File: config.mk
export PLATFORM = sky130hd
export DESIGN_NAME = linreg_predictor
export DESIGN_NICKNAME = d
export VERILOG_FILES = /design/src/rtl/linreg_pkg.sv /design/src/rtl/linreg_pred_stage.sv /design/src/rtl/linreg_predictor.sv
export SDC_FILE = /design/constraint.sdc
export NUM_CORES = 2
export LEC_CHECK = 0
export CAP_MARGIN = 30
export CORE_AREA = 2 2 327 329
export CTS_BUF_LIST = sky130_fd_sc_hd__clkbuf_16
export DETAILED_ROUTE_END_ITERATION = 8
export DIE_AREA = 0 0 329 331
export PLACE_DENSITY = 0.73
export SETUP_SLACK_MARGIN = 0.1
export SYNTH_ARGS = -nofsm -noshare
export SYNTH_HDL_FRONTEND = slang
export SYNTH_SLANG_ARGS = --single-unit
File: constraint.sdc
create_clock -name clk -period 31.7 [get_ports clk]
set_input_delay 3.17 -clock clk [delete_from_list [all_inputs] [get_ports clk]]
set_output_delay 3.17 -clock clk [all_outputs]
set_load 0.005 [all_outputs]
File: src/rtl/linreg_pkg.sv
// Shared definitions for the linear-regression prediction path: default widths,
// predictor FSM states and the output saturation helper.
package linreg_pkg;

  localparam int FRAC  = 10;  // fraction bits of b1
  localparam int X_W   = 20;  // sample width, unsigned
  localparam int B1_W  = 56;  // slope width, unsigned
  localparam int B0_W  = 84;  // intercept width, signed
  localparam int OUT_W = 64;  // prediction width, signed
  localparam int CNT_W = 32;  // delivered-sample counter width
  localparam int SUM_W = B0_W + 1;

  typedef enum logic [1:0] {
    EMPTY = 2'd0,
    RUN   = 2'd1,
    DRAIN = 2'd2
  } pred_state_t;

  typedef struct packed {
    logic                    sat;
    logic signed [OUT_W-1:0] y;
  } pred_t;

  // Clamp the wide intercept+product sum into the signed output range.
  function automatic pred_t sat_to_out(input logic signed [SUM_W-1:0] sum);
    logic signed [SUM_W-1:0] hi;
    logic signed [SUM_W-1:0] lo;
    pred_t                   r;
    hi = {{(SUM_W-OUT_W+1){1'b0}}, {(OUT_W-1){1'b1}}};
    lo = {{(SUM_W-OUT_W+1){1'b1}}, {(OUT_W-1){1'b0}}};
    if (sum > hi) begin
      r.sat = 1'b1;
      r.y   = hi[OUT_W-1:0];
    end else if (sum < lo) begin
      r.sat = 1'b1;
      r.y   = lo[OUT_W-1:0];
    end else begin
      r.sat = 1'b0;
      r.y   = sum[OUT_W-1:0];
    end
    return r;
  endfunction

endpackage

File: src/rtl/linreg_pred_stage.sv
// One pipeline register slice: valid bit plus payload, both frozen while
// advance is low so a stalled sink never loses or duplicates a sample.
module linreg_pred_stage #(
  parameter int W = 8
) (
  input  logic         clk,
  input  logic         rst,
  input  logic         advance,
  input  logic         in_valid,
  input  logic [W-1:0] in_data,
  output logic         out_valid,
  output logic [W-1:0] out_data
);

  logic         valid_d, valid_q;
  logic [W-1:0] data_d,  data_q;

  // Next-state: load on advance; payload only captured for real samples.
  always_comb begin
    // NOTE: every signal gets its hold value first so no path leaves it unassigned (no latch).
    valid_d = valid_q;
    data_d  = data_q;
    if (advance) begin
      valid_d = in_valid;
      if (in_valid) data_d = in_data;
    end
  end

  // Slice register; payload is reset too so outputs read 0 straight after reset.
  always_ff @(posedge clk or posedge rst) begin
    // NOTE: sequential state uses non-blocking assignments so all flops update from pre-edge values.
    if (rst) begin
      valid_q <= 1'b0;
      data_q  <= '0;
    end else begin
      valid_q <= valid_d;
      data_q  <= data_d;
    end
  end

  assign out_valid = valid_q;
  assign out_data  = data_q;

endmodule

File: src/rtl/linreg_predictor.sv
// Streaming linear-regression predictor: y_hat = b0 + ((b1*x) >> FRAC),
// saturated to OUT_W bits, two pipeline stages, valid/ready on both sides.
// Coefficient loads are deferred (DRAIN) until no sample is in flight, so every
// sample is evaluated with one consistent coefficient pair.
// Optional residual path: define LINREG_RESIDUAL_EN to add in_y/out_res/out_abs_sum.
module linreg_predictor
  import linreg_pkg::*;
(
  input  logic                    clk,
  input  logic                    rst,
  input  logic                    coef_load,
  input  logic signed [B0_W-1:0]  coef_b0,
  input  logic [B1_W-1:0]         coef_b1,
  output logic                    coef_busy,
  input  logic                    in_valid,
  output logic                    in_ready,
  input  logic [X_W-1:0]          in_x,
  output logic                    out_valid,
  input  logic                    out_ready,
  output logic signed [OUT_W-1:0] out_y,
  output logic                    out_sat,
  output logic [CNT_W-1:0]        out_count
`ifdef LINREG_RESIDUAL_EN
  ,
  input  logic [X_W-1:0]            in_y,
  output logic signed [OUT_W:0]     out_res,
  output logic [OUT_W+CNT_W-1:0]    out_abs_sum
`endif
);

  localparam int PROD_W  = B1_W + X_W;
  localparam int SHIFT_W = PROD_W - FRAC;
  localparam int ACC_W   = OUT_W + CNT_W;
`ifdef LINREG_RESIDUAL_EN
  localparam int S1_W = PROD_W + X_W;
  localparam int S2_W = OUT_W + 1 + X_W;
`else
  localparam int S1_W = PROD_W;
  localparam int S2_W = OUT_W + 1;
`endif

  pred_state_t            state_d, state_q;
  logic signed [B0_W-1:0] b0_d, b0_q, sh_b0_d, sh_b0_q;
  logic [B1_W-1:0]        b1_d, b1_q, sh_b1_d, sh_b1_q;
  logic [CNT_W-1:0]       count_d, count_q;
  logic                   apply;

  logic                   advance, accept, deliver, pipe_busy;
  logic                   s1_valid, s2_valid;
  logic [S1_W-1:0]        s1_in, s1_data;
  logic [S2_W-1:0]        s2_in, s2_data;
  logic [PROD_W-1:0]      prod, s1_prod;
  logic signed [SUM_W-1:0] sum;
  pred_t                  pred, out_pred;

  assign advance   = !s2_valid || out_ready;
  assign in_ready  = (state_q == RUN) && advance;
  assign accept    = in_valid && in_ready;
  assign deliver   = s2_valid && out_ready;
  // A sample accepted this cycle counts as in flight so it keeps the old coefficients.
  assign pipe_busy = s1_valid || s2_valid || accept;

  // Stage 1 payload: full-precision unsigned product.
  assign prod = {{X_W{1'b0}}, b1_q} * {{B1_W{1'b0}}, in_x};
`ifdef LINREG_RESIDUAL_EN
  assign s1_in = {in_y, prod};
`else
  assign s1_in = prod;
`endif

  linreg_pred_stage #(.W(S1_W)) u_stage1 (
    .clk       (clk),
    .rst       (rst),
    .advance   (advance),
    .in_valid  (accept),
    .in_data   (s1_in),
    .out_valid (s1_valid),
    .out_data  (s1_data)
  );

  // Stage 2 payload: intercept plus truncated product, clamped.
  assign s1_prod = s1_data[PROD_W-1:0];
  assign sum     = $signed({b0_q[B0_W-1], b0_q})
                 + $signed({{(SUM_W-SHIFT_W){1'b0}}, s1_prod[PROD_W-1:FRAC]});
  assign pred    = sat_to_out(sum);
`ifdef LINREG_RESIDUAL_EN
  assign s2_in = {s1_data[S1_W-1:PROD_W], pred};
`else
  assign s2_in = pred;
`endif

  linreg_pred_stage #(.W(S2_W)) u_stage2 (
    .clk       (clk),
    .rst       (rst),
    .advance   (advance),
    .in_valid  (s1_valid),
    .in_data   (s2_in),
    .out_valid (s2_valid),
    .out_data  (s2_data)
  );

  assign out_pred  = s2_data[OUT_W:0];
  assign out_valid = s2_valid;
  assign out_y     = out_pred.y;
  assign out_sat   = out_pred.sat;
  assign coef_busy = (state_q == DRAIN);
  assign out_count = count_q;

  // Coefficient FSM: apply directly when nothing is in flight, else shadow and drain.
  always_comb begin
    state_d = state_q;
    b0_d    = b0_q;
    b1_d    = b1_q;
    sh_b0_d = sh_b0_q;
    sh_b1_d = sh_b1_q;
    apply   = 1'b0;
    case (state_q)
      EMPTY: begin
        if (coef_load) begin
          b0_d    = coef_b0;
          b1_d    = coef_b1;
          apply   = 1'b1;
          state_d = RUN;
        end
      end
      RUN: begin
        if (coef_load) begin
          if (pipe_busy) begin
            sh_b0_d = coef_b0;
            sh_b1_d = coef_b1;
            state_d = DRAIN;
          end else begin
            b0_d  = coef_b0;
            b1_d  = coef_b1;
            apply = 1'b1;
          end
        end
      end
      DRAIN: begin
        // A fresh load overrides the shadow, even on the apply cycle.
        if (coef_load) begin
          sh_b0_d = coef_b0;
          sh_b1_d = coef_b1;
        end
        if (!s1_valid && !s2_valid) begin
          b0_d    = sh_b0_d;
          b1_d    = sh_b1_d;
          apply   = 1'b1;
          state_d = RUN;
        end
      end
      default: state_d = EMPTY;
    endcase
  end

  // Delivered-sample counter, cleared whenever new coefficients take effect.
  always_comb begin
    count_d = count_q;
    if (apply)        count_d = '0;
    else if (deliver) count_d = count_q + 1'b1;
  end

  // State, live/shadow coefficient and counter registers.
  always_ff @(posedge clk or posedge rst) begin
    if (rst) begin
      state_q <= EMPTY;
      b0_q    <= '0;
      b1_q    <= '0;
      sh_b0_q <= '0;
      sh_b1_q <= '0;
      count_q <= '0;
    end else begin
      state_q <= state_d;
      b0_q    <= b0_d;
      b1_q    <= b1_d;
      sh_b0_q <= sh_b0_d;
      sh_b1_q <= sh_b1_d;
      count_q <= count_d;
    end
  end

`ifdef LINREG_RESIDUAL_EN
  logic [X_W-1:0]        out_yin;
  logic signed [OUT_W:0] res;
  logic [OUT_W:0]        res_abs;
  logic [ACC_W:0]        acc_sum;
  logic [ACC_W-1:0]      abs_sum_d, abs_sum_q;

  // Residual uses the clamped prediction that is actually presented.
  assign out_yin = s2_data[S2_W-1:OUT_W+1];
  assign res     = $signed({{(OUT_W+1-X_W){1'b0}}, out_yin})
                 - $signed({out_pred.y[OUT_W-1], out_pred.y});
  assign res_abs = res[OUT_W] ? $unsigned(-res) : $unsigned(res);
  assign acc_sum = {1'b0, abs_sum_q} + {{(ACC_W-OUT_W){1'b0}}, res_abs};

  // Saturating accumulator of |residual| over delivered predictions.
  always_comb begin
    abs_sum_d = abs_sum_q;
    if (apply)        abs_sum_d = '0;
    else if (deliver) abs_sum_d = acc_sum[ACC_W] ? {ACC_W{1'b1}} : acc_sum[ACC_W-1:0];
  end

  // Accumulator register.
  always_ff @(posedge clk or posedge rst) begin
    if (rst) abs_sum_q <= '0;
    else     abs_sum_q <= abs_sum_d;
  end

  assign out_res     = res;
  assign out_abs_sum = abs_sum_q;
`endif

endmodule

==> run_results.csv <==
group,metric,value,unit
status,outcome,"finished, final reports clean",
cts,cts.sinks,447,
cts,holdBufCountCts,0,
routing,wl_per_cell,21.03,µm
routing,drcViolationCount,0,
place,place_area,61270,µm²
place,gp_congestion,0.9282,
worst_hold_path,worstHoldPathType,"reg -> reg",
critical_path,crit_path_start_kind,"primary input",
cts,post_cts_resized,0,
routing,wl,161600,µm
die,rows,119,
timing,post-route-period-util,36.21,%
critical_path,slowest_delay,620,ps
grt,grt_pass1_vias,46600,
critical_path,cp_max_fo,56,
critical_path,ff2ff_setup_slack,22420,ps
logic_synthesis,ys_ff_latch,447,
critical_path,cp.required,32260,ps
final_layout,seq_area,11190,µm²
final_layout,area_growth,9.492,%
final_layout,final_net_count,7635,
critical_path,reg2reg_to,"u_stage1.out_data[64]",
logic_synthesis,netlist.area_leader.share,33.61,%
grt,grt_max_degree,170,
grt,grt_overflow,0,
die,initial_utilization,54.92,%
place,dp.cells,7581,
place,port_buffers,264,
worst_hold_path,hp-start,"b0_q[42]",
cts,cts_buffers,52,
logic_synthesis,syn_inst,6252,
cts,cts_tree,"yes",
critical_path,r2r_cells,25,
logic_synthesis,synthArstFlopShare,100.0,%
cts,post_cts_buffers,0,
logic_synthesis,synth_area_leader_cell,"fa_1",
worst_hold_path,min_to,"b0_q[42]",
final_layout,fin_area,63130,µm²
timing,skew,29.98,ps
logic_synthesis,synth_warnings,0,
timing,worst_pin_slew,1096,ps
timing,hold_viol,0,
logic_synthesis,synth_edf_count,0,
final_layout,fillers,9021,
grt,grtUsageTotal,30.43,%
timing,setup_tns,0,ps
die,die_area,108900,µm²
place,place_hpwl,119900,µm
routing,routed_via_density,5.749,
cts,clk_latency,660,ps
logic_synthesis,netlist_top_cells_count,"nand2_1 (1048), inv_1 (1037), fa_1 (968)",
timing,fin_crit,11480,ps
final_layout,drive_gt1_share,6.420,%
critical_path,worstSetupPathType,"in -> reg",
timing,drv_slew,0,
critical_path,critPathTopFamily,"adder cells",
grt,grt_pass1_wl,257000,µm
logic_synthesis,synthTopCellsByArea,"fa_1 (34%), dfrtp_1 (19%), nand2_1 (6.8%)",
timing,fmaxAchievable,87.12,MHz
cts,clk_pin_slew,60,ps
timing,max_slew_margin,26.92,%
routing,via_count,44178,
die,die_w,329,µm
worst_hold_path,hold_depth,2,
final_layout,finalNonFillerCells,7685,
logic_synthesis,synth_most_common_cell,"nand2_1",
flow_run,cap_violations,0,
logic_synthesis,synth_nets,7636,
critical_path,crit_buf_inv,6,
logic_synthesis,synth_flop_cell,"dfrtp_1",
routing,firstDrtPassIters,8,
die,core-area,105000,µm²
critical_path,reg2reg_from,"b1_q[9]",
die,num_io_pins,265,
logic_synthesis,postSynthAreaPerCell,9.222,µm²
die,die_h,331,µm
critical_path,crit_top_cell,"fa_1",
logic_synthesis,synthDistinctLibCells,81,
logic_synthesis,netlist_area,57650,µm²
logic_synthesis,yosysSeqAreaShare,19.40,%
critical_path,end_kind,"flop",
timing,setup_viol,0,
grt,antenna_found_initial,3,
routing,drt-initial-drc-count,3436,
timing,rsz0062_at_grt,"false",
cts,clk_path_buf_depth,3,
cts,h-tree-depth,2,
final_layout,multi_input_area,41060,µm²
cts,cts-root-buf,"clkbuf_16",
final_layout,utilization,60.14,%
routing,antenna_left,0,
critical_path,arrival,12040,ps
critical_path,critPathSlowestCell,"buf_4",
layout by cell type, fill, tap and decap left out, types with 57 or more instances in the layout:
| cell | netlist | layout |
|---|---|---|
| a21o_1 | 57 | 57 |
| a21oi_1 | 161 | 160 |
| and2_1 | 431 | 429 |
| clkdlybuf4s50_1 | 0 | 247 |
| dfrtp_1 | 447 | 447 |
| fa_1 | 968 | 968 |
| ha_1 | 251 | 251 |
| inv_1 | 1037 | 1049 |
| mux2_2 | 142 | 142 |
| mux2i_1 | 142 | 142 |
| nand2_1 | 1048 | 1046 |
| nor2_1 | 124 | 123 |
| o21ai_0 | 408 | 408 |
| xnor2_1 | 90 | 90 |
| xor2_1 | 73 | 73 |
final cells by class:
type                            instances  share of cell area, %
Antenna cell                            1               0.003964
Clock buffer                           52                  2.061
Clock inverter                         44                 0.5887
Inverter                             1037                  6.178
Multi-Input combinational cell       4373                  65.05
Sequential cell                       447                  17.72
Tap cell                             1391                  2.757
Timing Repair Buffer                  340                  5.641
metrics by stage:
| stage | setup WS, ps | hold slack, ps |
|---|---|---|
| after floorplan | 16070 | 442.8 |
| final | 20220 | 485.9 |
| after global placement | 19880 | 467.4 |
| after detailed placement | 19630 | 476.9 |
| after CTS | 20310 | 490.1 |
| after global routing | 19740 | 510.9 |
cells by family (layout without fill, tap and decap cells):
group	Yosys count	count (layout)	share of synthesized area (%)
and+or+nand+nor	1854	1854	15.06
buffers and inverters	1432	1473	9.440
adders and majority gates	1219	1219	39.06
AOI/OAI and AO/OA	853	853	9.325
DFF	447	447	19.40
muxes	284	284	5.239
xor gates and xnor gates	163	163	2.476
other	0	1	0
registers in the layout (all words and copies together) (netlist names):
register and count:
u_stage1.out_data 66, b0_q 84, b1_q 56, u_stage2.out_data 65, sh_b0_q 84, state_q 2
out_count 32, u_stage2.out_valid 1, u_stage1.out_valid 1, sh_b1_q 56
layer usage:
| layer | up-vias | track usage, % | share of wire [%] |
|---|---|---|---|
| met5 | - | 0 | 0.0074 |
| met4 | 2 | 12.94 | 4.6 |
| met3 | 440 | 4.587 | 7.6 |
| met2 | 1881 | 50.06 | 48 |
| met1 | 22431 | 40.43 | 40 |
| li1 | 19424 | - | - |
worst min-delay path, delay by kind of cell (launching register included):
kind,cells,cell delay [ps]
AOI/OAI and AO/OA,1,60
and+or+nand+nor,1,50
DFF,1,340
how the worst max path moves through the flow:
stage | startpoint | endpoint | cells after the start
after floorplan | rst | b0_q[0] | 1
after global placement | in_x[6] | u_stage1.out_data[74] | 24
after CTS | in_x[5] | u_stage1.out_data[64] | 26
after global routing | in_x[17] | u_stage1.out_data[64] | 26
after detailed placement | in_x[5] | u_stage1.out_data[64] | 26
final | in_x[3] | u_stage1.out_data[64] | 27
Power is left out: the tool's default activity adds up to more than one toggle a clock period on the data nets, which glitch-free logic cannot reach.
